### config.mk
export PLATFORM = sky130hd
export DESIGN_NAME = alu_nibble_sequencer
export DESIGN_NICKNAME = d
export VERILOG_FILES = /design/src/rtl/alu_nibble_sequencer.sv
export SDC_FILE = /design/constraint.sdc
export NUM_CORES = 1
export LEC_CHECK = 0
export BUFFER_PORTS_ARGS = -buffer_cell sky130_fd_sc_hd__buf_2
export CORE_ASPECT_RATIO = 0.5
export CORE_MARGIN = 2
export CORE_UTILIZATION = 45
export CTS_CLUSTER_DIAMETER = 40
export CTS_CLUSTER_SIZE = 10
export DETAILED_ROUTE_END_ITERATION = 8
export GPL_ROUTABILITY_DRIVEN = 0
export GPL_TIMING_DRIVEN = 0
export MAX_ROUTING_LAYER = met4
export PLACE_DENSITY = 0.66
export REMOVE_ABC_BUFFERS = 1
export SLEW_MARGIN = 10
export SYNTH_ARGS = -nofsm -noshare
export SYNTH_HDL_FRONTEND = slang
export SYNTH_HIERARCHICAL = 1
export SYNTH_SLANG_ARGS = --single-unit
### constraint.sdc
create_clock -name clk -period 4.45 [get_ports clk]
set_clock_uncertainty 0.15 [all_clocks]
set_input_delay 0.445 -clock clk [delete_from_list [all_inputs] [get_ports clk]]
set_output_delay 0.445 -clock clk [all_outputs]
set_load 0.01 [all_outputs]
### src/rtl/alu_nibble_sequencer.sv
// 16-bit arithmetic built from one 4-bit arithmetic unit, evaluated serially one
// nibble per cycle (LSB first), with registered result, carry-out and zero flag.

module arithmetic_unit (
  input  logic [3:0] s,
  input  logic [3:0] a,
  input  logic [3:0] b,
  input  logic       c_in,
  output logic [3:0] f,
  output logic       c_out
);
  logic [3:0] x;
  logic [3:0] y;

  // Each function is x plus y plus c_in; "minus 1" forms add all-ones.
  // NOTE: every always_comb output gets a default first so no path can infer a latch.
  always_comb begin
    x = a;
    y = 4'h0;
    unique case (s)
      4'h0: begin x = a;        y = 4'h0;     end
      4'h1: begin x = a | b;    y = 4'h0;     end
      4'h2: begin x = a | ~b;   y = 4'h0;     end
      4'h3: begin x = 4'h0;     y = 4'hF;     end
      4'h4: begin x = a;        y = a & ~b;   end
      4'h5: begin x = a | b;    y = a & ~b;   end
      4'h6: begin x = a;        y = ~b;       end
      4'h7: begin x = a & ~b;   y = 4'hF;     end
      4'h8: begin x = a;        y = a & b;    end
      4'h9: begin x = a;        y = b;        end
      4'hA: begin x = a | ~b;   y = a & b;    end
      4'hB: begin x = a & b;    y = 4'hF;     end
      4'hC: begin x = a;        y = a;        end
      4'hD: begin x = a | b;    y = a;        end
      4'hE: begin x = a | ~b;   y = a;        end
      4'hF: begin x = a;        y = 4'hF;     end
      default: begin x = a;     y = 4'h0;     end
    endcase
    {c_out, f} = {1'b0, x} + {1'b0, y} + {4'b0000, c_in};
  end
endmodule

module alu_nibble_sequencer (
  input  logic        clk,
  input  logic        rst,
  input  logic        start,
  input  logic [3:0]  s,
  input  logic [15:0] a,
  input  logic [15:0] b,
  input  logic        c_in,
  output logic        busy,
  output logic        done,
  output logic [15:0] f,
  output logic        c_out,
  output logic        zero
);
  typedef enum logic [1:0] {IDLE, RUN, DONE} state_t;

  state_t      state, state_nxt;
  logic        accept;
  logic [3:0]  s_q;
  logic [15:0] a_q, b_q;
  logic [15:0] acc;
  logic        carry_q;
  logic [1:0]  idx;
  logic [3:0]  au_f;
  logic        au_c;
  logic [15:0] full_result;

  arithmetic_unit u_au (
    .s     (s_q),
    .a     (a_q[{idx, 2'b00} +: 4]),
    .b     (b_q[{idx, 2'b00} +: 4]),
    .c_in  (carry_q),
    .f     (au_f),
    .c_out (au_c)
  );

  // Top nibble comes straight from the unit; lower three were stored in earlier cycles.
  assign full_result = {au_f, acc[11:0]};

  always_ff @(posedge clk or posedge rst) begin
    if (rst) state <= IDLE;
    else     state <= state_nxt;
  end

  always_comb begin
    state_nxt = state;
    accept    = 1'b0;
    busy      = 1'b0;
    done      = 1'b0;
    unique case (state)
      IDLE: if (start) begin
        accept    = 1'b1;
        state_nxt = RUN;
      end
      RUN: begin
        busy = 1'b1;
        if (idx == 2'd3) state_nxt = DONE;
      end
      DONE: begin
        done = 1'b1;
        if (start) begin
          accept    = 1'b1;
          state_nxt = RUN;
        end else begin
          state_nxt = IDLE;
        end
      end
      default: state_nxt = IDLE;
    endcase
  end

  // NOTE: sequential state uses non-blocking assignments so every register sees pre-edge values.
  // NOTE: all datapath registers are reset; there is no array storage that would make this costly.
  always_ff @(posedge clk or posedge rst) begin
    if (rst) begin
      s_q     <= 4'h0;
      a_q     <= 16'h0000;
      b_q     <= 16'h0000;
      acc     <= 16'h0000;
      carry_q <= 1'b0;
      idx     <= 2'd0;
      f       <= 16'h0000;
      c_out   <= 1'b0;
      zero    <= 1'b1;
    end else if (accept) begin
      s_q     <= s;
      a_q     <= a;
      b_q     <= b;
      carry_q <= c_in;
      idx     <= 2'd0;
    end else if (state == RUN) begin
      acc[{idx, 2'b00} +: 4] <= au_f;
      carry_q                <= au_c;
      idx                    <= idx + 2'd1;
      // Visible outputs update only on the final nibble, so they hold steady through RUN.
      if (idx == 2'd3) begin
        f     <= full_result;
        c_out <= au_c;
        zero  <= (full_result == 16'h0000);
      end
    end
  end
endmodule

Yosys cells after proc, flatten, opt, wreduce, memory -nomap -nowiden

Cells that the tools add are included.

Register bits: 75
Input port bits: 40
Output and inout port bits: 20
Logic and storage cells: 75

$add $sub $neg: 4
Equal/unequal tests: 20
Shift operators: 4
Muxes and demuxes: 15
Bitwise logic cells: 6
Reductions and logical operators: 16

Operators by type and width:

| operator               | count |
|---|---|
| $eq 4x4->1 const B     | 8 |
| $shiftx 16x5->4        | 2 |
| $pmux 4 s7             | 1 |
| $pmux 4 s6             | 1 |
| $bwmux 16              | 1 |
| $eq 4x3->1 const B     | 4 |
| $logic_not 16->1       | 1 |
| $shift 4x6->16 const A | 1 |
| $shiftx 4x6->16        | 1 |
| $reduce_or 3->1        | 4 |
| $and 4x4->4            | 2 |
| $eq 4x2->1 const B     | 2 |
| $mux 2                 | 4 |
| $or 4x4->4             | 2 |
| $mux 1                 | 7 |
| $reduce_or 7->1        | 1 |
| $neg 4->6              | 1 |
| $pmux 2 s3             | 1 |
| $reduce_or 2->1        | 3 |
| $add 4x4->5            | 1 |
| $add 5x1->5            | 1 |
| $eq 2x2->1 const B     | 2 |
| $eq 4x1->1 const B     | 1 |
| $logic_not 4->1        | 1 |
| other kinds (11)       | 12 |

Logic depth before layout (Yosys ltp)

Depth after elaboration: 8
Mapped depth: 12
Depth with buffers taken out: 11

By module

The synthesis kept the hierarchy.

Modules (own cells, without submodules):

| module               | times used | cells each | area each (um^2) | seq. area each (um^2) |
|---|---|---|---|---|
| alu_nibble_sequencer | 1          | 280        | 3035.4           | 1778.0 |
| arithmetic_unit      | 1          | 69         | 508.0            | 0.0 |

Least setup slack after synthesis

OpenSTA, ideal clock, no wires.

Path type: reg-to-reg
Start: register idx[0]
End: register zero
Library setup time: 0.079 ns
Arrival time: 3.033 ns
Required time: 4.221 ns
Setup slack: 1.188 ns
Cell stages (with the launch flop): 12
Buffers on the path: 1
Period minus slack after synthesis: 3.262 ns
Cell sequence: dfrtp_1 buf_6 mux4_2 inv_1 a31oi_1 o221a_1 fa_1 fa_1 inv_1 nor4_1 nand4_1 o21ai_0

Cells in the longest elaborated chain, start to end: 7
Elaborated cells between the ends (all ways): 14
Those cells by class: 2 x add/sub; 1 x eq/ne; 2 x shift; 2 x mux; 5 x bitwise; 2 x reduce/logical

RTL lines:

| what                                             | line | text |
|---|---|---|
| from (decl)                                      | 65   | `logic [1:0] idx;` |
| from (signal assigned)                           | 136  | `idx <= idx + 2'd1;` |
| $shiftx 16x5->4                                  | 73   | `.b (b_q[{idx, 2'b00} +: 4]),` |
| $not 4->4                                        | -    |  |
| $and 4x4->4 / $or 4x4->4 (equally long branches) | -    |  |
| $pmux 4 s7 / $pmux 4 s6 (equally long branches)  | 20   | `unique case (s)` |
| $add 4x4->5 (*)                                  | 39   | `{c_out, f} = {1'b0, x} + {1'b0, y} + {4'b0000, c_in};` |
| $add 5x1->5 (*)                                  | 39   |  |
| via au_f[1]                                      | 66   | `logic [3:0] au_f;` |
| $logic_not 16->1 (*)                             | 141  | `zero <= (full_result == 16'h0000);` |
| to (signal assigned)                             | 141  |  |
| to (decl)                                        | 55   | `output logic zero` |

Mark *: on every way through the listed nets, which the timed path passes. The rest lies on a longest branch.
A chain may end at the register's enable or synchronous reset.

Final worst setup path

Same ends and word-level chain as after synthesis.

==> results.ini <==
[sta]
hold_viol = 0
holdWs_ps = 140
period_needed_ps = 3840
fin_crit_sh_pct = 86.3
maxSlewViolCount = 0
rsz0062_at_grt = false
fmax_mhz = 260
setup_viol = 0
setup_tns_ps = 0
worst_slew_pin_slew_ps = 932
timing.slew.headroom_pct = 37.7

[floorplanning]
fp-row-count = 22
coreArea_um2 = 7490
die_h_um = 66.7
die_x_um = 129
fp.dieArea_um2 = 8640
start_util_pct = 47.3
io_pins = 60

[pwr]
p_per_area_nw_per_um2 = 892
leakage_nw = 2.12
ir_worst_vdd_mv = 0.374

[yosys]
synth_cell_type_count = 45
ys_ff_latch = 71
synth_area_um2 = 3540
netlist_instances = 349
synth_area_per_cell_um2 = 10.2
ys_warn_count = 6
synth.yosys.seq_area_share_pct = 50.2

[run_status]
status = finished, final reports clean

[clocking]
h-tree-depth = 3
cts_resized = 0
clock_latency_ps = 340
cts_buffer_depth = 2
cts_setup_buffers = 0
cts.sinks = 71
cts_tree = done
clk_pin_slew_worst_paths_ps = 60
root_buffer = clkbuf_16
postCtsHoldBufs = 1
cts_buffers = 9

[setup_path]
r2r_slack_ps = 610
crit_arrival_ps = 3930
cpMaxStageDelayCell = dfrtp_1
start_kind = register
slowest_delay_ps = 880
cp_max_fo = 16
r2r-end = zero
cpMostUsedCell = fa_1
r2r-start = idx[0]
end_kind = register
path_class = register to register
r2r_cells = 10
cp.required_ps = 4540
cp_cell_sequence = mux4_2, inv_1, a31oi_1, o221a_1, fa_1, fa_1, xnor2_1, nor4_1, nand4_1, o21ai_0

[global_routing]
grt_usage_pct = 19.4
grt_max_degree = 71
antenna_found_initial = 0
grt_pass1_wl_mm = 12.4
grt.overflow.total = 0
grt_pass1_vias = 2667

[drt]
drt_pass1_iterations = 4
vias_per_cell = 5.07
vias = 2628
postRouteAntennaNets = 0
finalWirelength_mm = 7.10
wl_per_cell_um = 13.7
drtIter0Drc = 162
drc = 0

[placement]
port_buffers = 59
hpwl_mm = 4.81
place_area_um2 = 3920

[flow_run]
max-cap-violations = 0

[min_path]
min_from = b[5]
hold_class = primary input to register
hold_depth = 3
min_to = b_q[5]

[layout]
area_growth_syn_to_layout_pct = 19.7
nNetsFinal = 455
diodes = 0
drive_gt1_share_pct = 28.3
fin_area_um2 = 4240

cell usage in the layout, fill, tap and decap left out, types with 3 or more instances in the layout:
cell type / n
nand2_1: 135
dfrtp_1: 70
buf_2: 59
mux2_2: 21
inv_1: 11
clkbuf_16: 9
o21ai_0: 8
o21ai_1: 8
ha_1: 8
a31oi_1: 8
mux4_2: 6
a22o_1: 4
nor4_1: 4
clkinvlp_4: 4
o211ai_1: 4
o221ai_1: 4
nand3b_1: 3
nand2b_1: 3
nor3b_1: 3
cells by family after synthesis:
| kind of cell | synth area share, % |
|---|---|
| compound gates | 8.86 |
| xor+xnor | 0.494 |
| fa+ha+maj | 3.95 |
| buf+inv | 3.81 |
| flops | 50.2 |
| mux | 12.0 |
| simple gates | 20.7 |
through the flow:
| stage | total power, W | utilization [%] | cells | setup slack, ps |
|---|---|---|---|---|
| 2_1_floorplan | 0.00252 | - | 333 | 1060 |
| 3_3_place_gp | 0.00299 | 51.9 | 500 | 664 |
| 3_5_place_dp | 0.00307 | 52.4 | 501 | 590 |
| 4_1_cts | 0.00382 | 56.7 | 518 | 554 |
| 5_1_grt | 0.00413 | 56.7 | 518 | 318 |
| 6_report | 0.00378 | 56.7 | 518 | 608 |
layer usage:
layer  GRT usage, %  part of all wire, %
met1           23.6                   49
met2           31.3                   46
met3           5.86                  4.2
met4           6.72                  1.5
met5              -                    0
flip-flops by register name (all words and copies together), names as in the netlist:
signal / count
a_q: 16
b_q: 16
f: 16
acc: 12
s_q: 4
idx: 2
state: 2
c_out: 1
carry_q: 1
zero: 1
final cells by class:
| cell class | count | area, um^2 |
|---|---|---|
| clock inverters | 6 | 68.8 |
| fillers | 666 | 3250 |
| clock buffers | 10 | 239 |
| inverters | 12 | 47.5 |
| flip-flops and latches | 71 | 1780 |
| repair buffers | 61 | 333 |
| well taps | 108 | 135 |
| multi-input cells | 250 | 1640 |
critical path, delay by kind of cell (launching register included):
family	cells	cell delay, ps
buffers and inverters	1	100
adder cells (fa/ha/maj)	2	830
AND/OR/NAND/NOR	2	320
flip-flops	1	880
AO/OA/AOI/OAI	3	550
multiplexers	1	660
XOR/XNOR	1	240
worst max-delay path by stage:
stage	to	slack (ps)	startpoint	cells after the start
floorplan	zero	1060	idx[0]	10
global placement	zero	660	idx[0]	10
detailed placement	zero	590	idx[0]	10
CTS	zero	550	idx[0]	10
global route	zero	320	idx[0]	10
finish	zero	610	idx[0]	10
where the power goes:
| part | switching [W] | internal [W] |
|---|---|---|
| registers | 0.000264 | 0.000923 |
| logic | 0.00108 | 0.000787 |
| clock network | 0.000279 | 0.000450 |
| total | 0.00162 | 0.00216 |
cell usage after synthesis (all sizes together):
| cell type | n | share of area [%] |
|---|---|---|
| nand3b | 4 | 0.95 |
| nand2b | 5 | 0.95 |
| fa | 2 | 1.1 |
| nand2 | 136 | 14 |
| xor2 | 1 | 0.25 |
| o31ai | 1 | 0.21 |
| nor4b | 2 | 1.1 |
| ha | 8 | 2.8 |
| o221ai | 4 | 0.99 |
| nor4 | 4 | 0.71 |
| nand4 | 1 | 0.18 |
| a31oi | 8 | 1.4 |
| dfrtp | 70 | 49 |
| a21oi | 1 | 0.14 |
| and4bb | 1 | 0.35 |
| a211oi | 1 | 0.35 |
| a22o | 4 | 0.99 |
| o211a | 1 | 0.28 |
| o211ai | 4 | 0.85 |
| o21ai | 16 | 2.3 |
| mux2 | 21 | 6.7 |
| a22oi | 1 | 0.21 |
| nor3b | 3 | 0.64 |
| o21bai | 1 | 0.21 |
| dfstp | 1 | 0.74 |
| o221a | 3 | 0.95 |
| mux4 | 8 | 5.3 |
| nor2 | 1 | 0.11 |
| clkbuf | 4 | 0.42 |
| nor2b | 4 | 0.78 |
| inv | 12 | 1.3 |
| xnor2 | 1 | 0.25 |
| and3 | 1 | 0.21 |
| nand3 | 2 | 0.28 |
| buf | 12 | 2.1 |
Note: power is estimated with default switching activity, not from simulation.
